--- src/rtl/mfcc_pkg.sv ---
// Shared definitions for the MFCC result streamer: sweep FSM encoding and
// the supported result-memory read latency range.
package mfcc_pkg;
  typedef enum logic [1:0] {
    ST_IDLE  = 2'd0,
    ST_RUN   = 2'd1,
    ST_DRAIN = 2'd2
  } state_t;

  localparam int RD_LAT_MIN = 1;
  localparam int RD_LAT_MAX = 4;
endpackage

--- src/rtl/mfcc_tag_fifo.sv ---
// Small synchronous FIFO holding result words with their address tags.
// Accepts a write while full when a read happens in the same cycle.
module mfcc_tag_fifo #(
  parameter int WIDTH = 8,
  parameter int DEPTH = 2
) (
  input  logic                         clk,
  input  logic                         rst,
  input  logic                         wr_en,
  input  logic [WIDTH-1:0]             wr_data,
  input  logic                         rd_en,
  output logic [WIDTH-1:0]             rd_data,
  output logic                         empty,
  output logic [$clog2(DEPTH+1)-1:0]   count
);
  localparam int PW = (DEPTH > 1) ? $clog2(DEPTH) : 1;
  localparam int CW = $clog2(DEPTH + 1);

  logic [WIDTH-1:0] mem [DEPTH];
  logic [PW-1:0]    wr_ptr, rd_ptr;
  logic             full, do_wr, do_rd;

  assign empty   = (count == '0);
  assign full    = (count == CW'(DEPTH));
  assign do_rd   = rd_en && !empty;
  assign do_wr   = wr_en && (!full || do_rd);
  assign rd_data = mem[rd_ptr];

  // depth need not be a power of two, so pointers wrap explicitly
  function automatic logic [PW-1:0] nxt(input logic [PW-1:0] p);
    return (p == PW'(DEPTH - 1)) ? '0 : p + 1'b1;
  endfunction

  always_ff @(posedge clk) begin
    if (rst) begin
      wr_ptr <= '0;
      rd_ptr <= '0;
      count  <= '0;
    end else begin
      if (do_wr) wr_ptr <= nxt(wr_ptr);
      if (do_rd) rd_ptr <= nxt(rd_ptr);
      case ({do_wr, do_rd})
        2'b10:   count <= count + 1'b1;
        2'b01:   count <= count - 1'b1;
        default: ;
      endcase
    end
  end

  always_ff @(posedge clk) begin
    if (do_wr) mem[wr_ptr] <= wr_data;
  end
endmodule

--- src/rtl/mfcc_result_streamer.sv ---
// Sweeps the MFCC result memory frame by frame, coefficient by coefficient,
// and streams the words out on a valid/ready port with frame/coef/last tags.
module mfcc_result_streamer #(
  parameter int DATA_WIDTH = 32,
  parameter int FRAME_AW   = 8,
  parameter int COEF_AW    = 6,
  parameter int RD_LAT     = 1
) (
  input  logic                        clk,
  input  logic                        rst,
  input  logic                        start,
  input  logic [FRAME_AW-1:0]         first_frame,
  input  logic [FRAME_AW-1:0]         last_frame,
  input  logic [COEF_AW-1:0]          coef_last,
  output logic                        mem_rd_en,
  output logic [FRAME_AW+COEF_AW-1:0] mem_addr,
  input  logic [DATA_WIDTH-1:0]       mem_rdata,
  output logic                        out_valid,
  input  logic                        out_ready,
  output logic [DATA_WIDTH-1:0]       out_data,
  output logic [FRAME_AW-1:0]         out_frame,
  output logic [COEF_AW-1:0]          out_coef,
  output logic                        out_last,
  output logic                        busy,
  output logic                        done,
  output logic                        cfg_err
);
  import mfcc_pkg::*;

  localparam int DEPTH = RD_LAT + 1;
  localparam int TAG_W = FRAME_AW + COEF_AW + 1;
  localparam int FW    = DATA_WIDTH + TAG_W;
  localparam int CW    = $clog2(DEPTH + 1);

  if (RD_LAT < RD_LAT_MIN || RD_LAT > RD_LAT_MAX) begin : g_bad_rd_lat
    $error("mfcc_result_streamer: RD_LAT outside supported range");
  end

  state_t                          state;
  logic [FRAME_AW-1:0]             frame_cnt, last_frame_q;
  logic [COEF_AW-1:0]              coef_cnt, coef_last_q;
  logic                            cfg_err_q, at_end, credit_ok, pop;
  logic [TAG_W-1:0]                rd_tag;
  logic [RD_LAT-1:0]               vld_pipe;
  logic [RD_LAT-1:0][TAG_W-1:0]    tag_pipe;
  logic [FW-1:0]                   head;
  logic                            fifo_empty;
  logic [CW-1:0]                   fifo_cnt;
  int                              inflight;

  assign at_end = (frame_cnt == last_frame_q) && (coef_cnt == coef_last_q);
  assign rd_tag = {frame_cnt, coef_cnt, at_end};

  // in-flight count includes the word landing in the FIFO this cycle
  always_comb begin
    inflight = 0;
    for (int i = 0; i < RD_LAT; i++) inflight += int'(vld_pipe[i]);
  end

  // a word leaving this cycle frees its slot for a read issued this cycle
  assign credit_ok = (int'(fifo_cnt) + inflight) < (DEPTH + int'(pop));

  assign mem_rd_en = !rst && (state == ST_RUN) && credit_ok;
  assign mem_addr  = mem_rd_en ? {frame_cnt, coef_cnt} : '0;
  assign out_valid = !rst && !fifo_empty;
  assign pop       = out_valid && out_ready;
  assign out_data  = out_valid ? head[FW-1 -: DATA_WIDTH]  : '0;
  assign out_frame = out_valid ? head[TAG_W-1 -: FRAME_AW] : '0;
  assign out_coef  = out_valid ? head[COEF_AW:1]           : '0;
  assign out_last  = out_valid && head[0];
  assign done      = pop && head[0] && (state == ST_DRAIN);
  assign busy      = !rst && (state != ST_IDLE);
  assign cfg_err   = !rst && cfg_err_q;

  always_ff @(posedge clk) begin
    if (rst) begin
      state        <= ST_IDLE;
      frame_cnt    <= '0;
      coef_cnt     <= '0;
      last_frame_q <= '0;
      coef_last_q  <= '0;
      cfg_err_q    <= 1'b0;
    end else begin
      cfg_err_q <= 1'b0;
      case (state)
        ST_IDLE: if (start) begin
          if (first_frame > last_frame) begin
            cfg_err_q <= 1'b1;
          end else begin
            state        <= ST_RUN;
            frame_cnt    <= first_frame;
            coef_cnt     <= '0;
            last_frame_q <= last_frame;
            coef_last_q  <= coef_last;
          end
        end
        ST_RUN: if (mem_rd_en) begin
          if (at_end) begin
            state <= ST_DRAIN;
          end else if (coef_cnt == coef_last_q) begin
            coef_cnt  <= '0;
            frame_cnt <= frame_cnt + 1'b1;
          end else begin
            coef_cnt <= coef_cnt + 1'b1;
          end
        end
        ST_DRAIN: if (done) state <= ST_IDLE;
        default:  state <= ST_IDLE;
      endcase
    end
  end

  // clearing vld_pipe on reset drops reads still in flight
  always_ff @(posedge clk) begin
    if (rst) begin
      vld_pipe <= '0;
      tag_pipe <= '0;
    end else begin
      vld_pipe[0] <= mem_rd_en;
      tag_pipe[0] <= rd_tag;
      for (int i = 1; i < RD_LAT; i++) begin
        vld_pipe[i] <= vld_pipe[i-1];
        tag_pipe[i] <= tag_pipe[i-1];
      end
    end
  end

  mfcc_tag_fifo #(
    .WIDTH (FW),
    .DEPTH (DEPTH)
  ) u_fifo (
    .clk     (clk),
    .rst     (rst),
    .wr_en   (vld_pipe[RD_LAT-1]),
    .wr_data ({mem_rdata, tag_pipe[RD_LAT-1]}),
    .rd_en   (pop),
    .rd_data (head),
    .empty   (fifo_empty),
    .count   (fifo_cnt)
  );
endmodule

--- config.mk ---
export PLATFORM = sky130hd
export DESIGN_NAME = mfcc_result_streamer
export DESIGN_NICKNAME = d
export VERILOG_FILES = /design/src/rtl/mfcc_pkg.sv /design/src/rtl/mfcc_tag_fifo.sv /design/src/rtl/mfcc_result_streamer.sv
export SDC_FILE = /design/constraint.sdc
export NUM_CORES = 1
export LEC_CHECK = 0
export CORE_MARGIN = 5
export CORE_UTILIZATION = 55
export CTS_CLUSTER_DIAMETER = 80
export DETAILED_ROUTE_END_ITERATION = 16
export HOLD_SLACK_MARGIN = 0.03
export PLACE_DENSITY = 0.95
export SKIP_CTS_REPAIR_TIMING = 1
export SKIP_LAST_GASP = 1
export SYNTH_ARGS = -nofsm -noshare
export SYNTH_HDL_FRONTEND = slang
export SYNTH_SLANG_ARGS = --single-unit
--- constraint.sdc ---
create_clock -name clk -period 5.6 [get_ports clk]
set_input_delay 1.12 -clock clk [delete_from_list [all_inputs] [get_ports clk]]
set_output_delay 1.12 -clock clk [all_outputs]
set_load 0.05 [all_outputs]
==> results.cfg, run 1 <==
[clock_tree]
cts_buffers = 17
cts_num_sinks = 146
cts_root_buf = clkbuf_16
path_clk_slew_ps = 60
cts_buffer_depth = 2
clock_latency_ps = 410
htree_levels = 4
cts_tree = built

[worst_setup_path]
r2r-end = coef_cnt[5]
cp_data_required_time_ps = 4480
r2r_start = u_fifo.count[0]
r2r_cells = 8
critPathCaptureType = output pin
crit_fanout = 15
crit_arrival_ps = 3560
startpoint_type = input port
rrSetupSlack_ps = 2960
worst-setup-path-type = input port to output pin

[worst_hold_path]
hold_start = tag_pipe[0]
min_path_type = register to register
min_delay_path_depth = 0
worstHoldEndpoint = u_fifo.mem[0][0]

[timing]
finalSetupViolCount = 0
rsz0062_at_grt = false
hold_viol_final = 0
finalMaxSlewViolations = 0
skew_ps = 10.7
period_share_pct = 83.6
fmax_mhz = 213
slew_headroom_pct = 34.3
worst_pin_slew_ps = 985
min_period_ps = 4680
fin_tns_setup_ps = 0

[placement]
globalplace.congestion = 0.986
port_buffers = 123
dp_hpwl_mm = 10.4

[floorplan]
die_w_um = 117
rows = 39
coreArea_um2 = 11300
start_util_pct = 55.4
dieHeight_um = 117
num_io_pins = 124
dieArea_um2 = 13600

[routing]
via_count = 4541
wirelength_mm = 14.6
viasPerCell = 5.68
drt_iter0_drc = 265
ant_nets = 0
first_pass_iters = 6
drc_errors = 0
routedWlPerCell_um = 18.3

[power_and_ir_drop]
irDropWorstVdd_uv = 204
power.density_nw_per_um2 = 330
p_leak_nw = 3.20
power_mw = 2.89

[synthesis]
ys.flop_type = edfxtp_1
syn_inst = 518
syn-cell-area_um2 = 6250
synth_nets = 589
ys_warn_count = 0
yosys-top-cells-area = edfxtp_1, dfxtp_1, mux2i_1
synth_top_area_share_pct = 45.2
ys_ff_latch = 146
synth_largest_area_cell = edfxtp_1
synth-seq-area-share_pct = 61.8
synth_cell_types = 45
synth_edf_count = 94
async_reset_ff_share_pct = 0
avgSynthCellArea_um2 = 12.1

[finish]
fin_nets = 714
nFillCells = 656
n_antenna_cell = 0
final-seq-area_um2 = 3860
multi_input_area_um2 = 2250
drive_gt1_share_pct = 17.7
fin_util_pct = 77.6
area_delta_synth_final_pct = 39.9

[grt]
grt_max_degree = 50
grt_pass1_vias = 4634
grt_first_pass_wirelength_mm = 23.0
grt_util_all_layers_pct = 22.0
globalRoute.totalOverflow = 0
antenna_found_initial = 0

[job]
maxCapViolations = 0

[status]
run_status = finished, final reports clean
state kept, by name (all words and copies together), names as in the netlist, named ones only:
register       flops
cfg_err_q          1
coef_cnt           6
coef_last_q        6
frame_cnt          8
last_frame_q       8
state              2
tag_pipe          15
u_fifo.count       2
u_fifo.mem        94
u_fifo.rd_ptr      1
u_fifo.wr_ptr      1
vld_pipe           1
logic make-up (layout without fill, tap and decap cells):
| logic type | Yosys count | count (layout) | share of synthesized area, % |
|---|---|---|---|
| buffers and inverters | 39 | 177 | 2.56 |
| adders and majority gates | 13 | 13 | 2.60 |
| DFF | 146 | 146 | 61.8 |
| and+or+nand+nor | 176 | 176 | 13.3 |
| xor gates and xnor gates | 18 | 18 | 2.52 |
| muxes | 62 | 62 | 9.93 |
| AOI/OAI and AO/OA | 64 | 64 | 7.27 |
worst max path at each step:
stage | from | endpoint | cells after the start
global route | rst | mem_addr[13] | 7
floorplan | rst | done | 6
CTS | rst | mem_addr[10] | 7
global placement | rst | mem_addr[11] | 7
detailed placement | rst | mem_addr[9] | 7
finish | rst | mem_addr[13] | 7
placed cells by master (no fill, tap or decap), types with 7 or more instances in the layout:
cell type and instances:
edfxtp_1 94, nor2_1 63, mux2i_1 62, clkdlybuf4s50_1 59, buf_12 55, dfxtp_1 51
nand2_1 45, a21oi_1 21, clkbuf_16 20, and2_1 17, nor2b_1 17, o21ai_0 16
buf_4 16, inv_1 15, ha_1 13, xnor2_1 9, xor2_1 9, o31ai_1 7
per-stage QoR:
step           instances  hold slack [ps]  worst slack [ps]  instance area (um^2)
2_1_floorplan        518              404               944                  6250
3_3_place_gp         767              407              1020                  8160
3_5_place_dp         767              413               928                  8160
4_1_cts              799              427               914                  8740
5_1_grt              799              440               798                  8740
6_report             799              426               916                  8740
final cells by class:
type / count / share of cell area (%)
Tap cell: 143 / 2.05
Clock inverter: 11 / 0.859
Clock buffer: 21 / 5.77
Sequential cell: 146 / 44.2
Inverter: 15 / 0.644
Multi-Input combinational cell: 333 / 25.8
Timing Repair Buffer: 130 / 20.7
per-layer routing:
| metal | up-vias | track usage [%] | share of wire [%] |
|---|---|---|---|
| met4 | 0 | 7.57 | 2.3 |
| li1 | 2100 | - | - |
| met2 | 231 | 39.3 | 51 |
| met3 | 41 | 6.37 | 8.4 |
| met1 | 2169 | 25.2 | 38 |
| met5 | - | 0 | 0 |
cell usage after synthesis, types with 2 or more instances:
master,instances
o21ai_0,16
edfxtp_1,94
and2_1,17
xor2_1,9
and4_1,4
ha_1,13
o31ai_1,7
or2_2,4
nand4_1,3
nor3_1,2
nor4_1,4
clkbuf_1,12
nand2b_1,4
dfxtp_1,52
a21oi_1,21
a21o_1,2
nor3b_1,2
nand2_1,45
a2111oi_4,2
nor2b_1,17
inv_1,15
buf_1,6
xnor2_1,9
buf_2,5
or3_1,3
o211ai_1,3
nand3_1,4
nor2_1,65
mux2i_1,62
worst max-delay path, cell delays in order:
cell             delay, ps
clkdlybuf4s50_1        460
inv_1                  140
o21ai_4                 70
or3_1                  380
a2111oi_4              940
and2_1                 300
buf_12                 150
power by group:
group | switching, mW | internal [mW]
clock network | 0.422 | 0.645
registers | 0.0535 | 1.22
logic | 0.321 | 0.231
total | 0.797 | 2.09
No activity file was read; power rests on OpenSTA's default activity.
==> run 2, diff against run 1 <==
CORE_UTILIZATION = 52   (was 55)
PLACE_DENSITY = 0.91   (was 0.95)
clock period = 4.4 ns   (was 5.6 ns; I/O delays follow)
==> results.cfg, run 2 (synthesis results as in run 1) <==
[status]
run_status = finished, final reports clean

[routing]
viasPerCell = 5.58
drc_errors = 0
drt_iter0_drc = 282
first_pass_iters = 5
via_count = 4504
routedWlPerCell_um = 17.5
wirelength_mm = 14.1
ant_nets = 0

[worst_setup_path]
worst-setup-path-type = input port to output pin
startpoint_type = input port
cp_data_required_time_ps = 3520
crit_arrival_ps = 3060
rrSetupSlack_ps = 1820
r2r-end = coef_cnt[3]
r2r_start = frame_cnt[6]
crit_fanout = 9
r2r_cells = 6
critPathCaptureType = output pin

[job]
maxCapViolations = 0

[timing]
worst_pin_slew_ps = 782
finalMaxSlewViolations = 0
setup_slack_ps = 459
hold_viol_final = 0
period_share_pct = 89.6
rsz0062_at_grt = false
hold_ws_ps = 426
skew_ps = 10.3
min_period_ps = 3940
slew_headroom_pct = 47.9
fmax_mhz = 254
fin_tns_setup_ps = 0
finalSetupViolCount = 0

[finish]
largest_register_ffs = 94
final_common_cell = edfxtp_1
largest-register = u_fifo.mem
layout_common_cells = edfxtp_1, buf_12, nor2_1
drive_gt1_share_pct = 17.7
fin_nets = 718
area_delta_synth_final_pct = 42.6
stdcell_area_um2 = 8910
nFillCells = 744
n_antenna_cell = 0
instances_no_fill = 807
top_regs = u_fifo.mem (94), tag_pipe (15)
fin_util_pct = 74.8

[clock_tree]
cts_buffers = 17
path_clk_slew_ps = 50
cts_root_buf = clkbuf_16
cts_buffer_depth = 2
cts_num_sinks = 146
htree_levels = 4
cts_tree = built
clock_latency_ps = 410

[placement]
pre_cts_ws_ps = 526
dpl_cell_area_um2 = 8310
dp_hpwl_mm = 9.89
dp_cells = 775
port_buffers = 123
globalplace.congestion = 0.926

[power_and_ir_drop]
power_mw = 3.80
p_leak_nw = 3.25
irDropWorstVdd_uv = 250
power.density_nw_per_um2 = 427

[floorplan]
die_w_um = 120
coreArea_um2 = 11900
rows = 40
start_util_pct = 52.5
num_io_pins = 124
dieArea_um2 = 14300
dieHeight_um = 120

[worst_hold_path]
hold_start = tag_pipe[13]
min_path_type = register to register
min_delay_path_depth = 0
worstHoldEndpoint = u_fifo.mem[1][13]

[grt]
globalRoute.totalOverflow = 0
grt_first_pass_wirelength_mm = 22.9
grt_pass1_vias = 4624
grt_util_all_layers_pct = 20.3
antenna_found_initial = 0
grt_max_degree = 50
## run 2: cell types whose count changed in the layout (fill, tap and decap cells not counted), sizes merged
cell	change
buf	+4
bufinv	+4
clkinv	-4
clkinvlp	+1
inv	-1
## run 2: worst max-delay path, cell delays in order
cell and delay, ps:
clkdlybuf4s50_1 520, inv_1 110, or3_1 410, a2111oi_4 510, buf_4 270, and2_1 200
buf_12 150
## run 2: layer usage
metal  track usage (%)  routed length (um)  up-vias
li1                  -                   -     2101
met1              24.5                5650     2125
met2              34.5                7030      244
met3              6.13                1110       34
met4              7.30                 354        0
met5                 0                   0        -
## run 2: final cells by class
class,count,area (um^2),share of cell area (%)
inverters,15,56.3,0.632
clock inverters,11,163,1.82
multi-input cells,333,2250,25.3
well taps,147,184,2.06
flip-flops and latches,146,3860,43.4
clock buffers,21,440,4.94
repair buffers,134,1950,21.9
## run 2: how the worst max path moves through the flow
stage | end | slack [ps] | from
after CTS | mem_addr[12] | 500 | out_ready
after detailed placement | mem_addr[7] | 530 | out_ready
after global placement | mem_addr[10] | 560 | out_ready
final | mem_addr[12] | 460 | out_ready
after global routing | mem_addr[12] | 330 | out_ready
after floorplan | done | 220 | rst
## run 2: power breakdown
part           switching, mW  internal [mW]
combinational          0.419          0.313
clock                  0.517          0.944
sequential            0.0626           1.55
==> run 3, diff against run 2 <==
HOLD_SLACK_MARGIN = default   (was 0.03)
==> results of run 3 <==
Same layout as run 2: the final DEF is identical, and so are final timing and power.
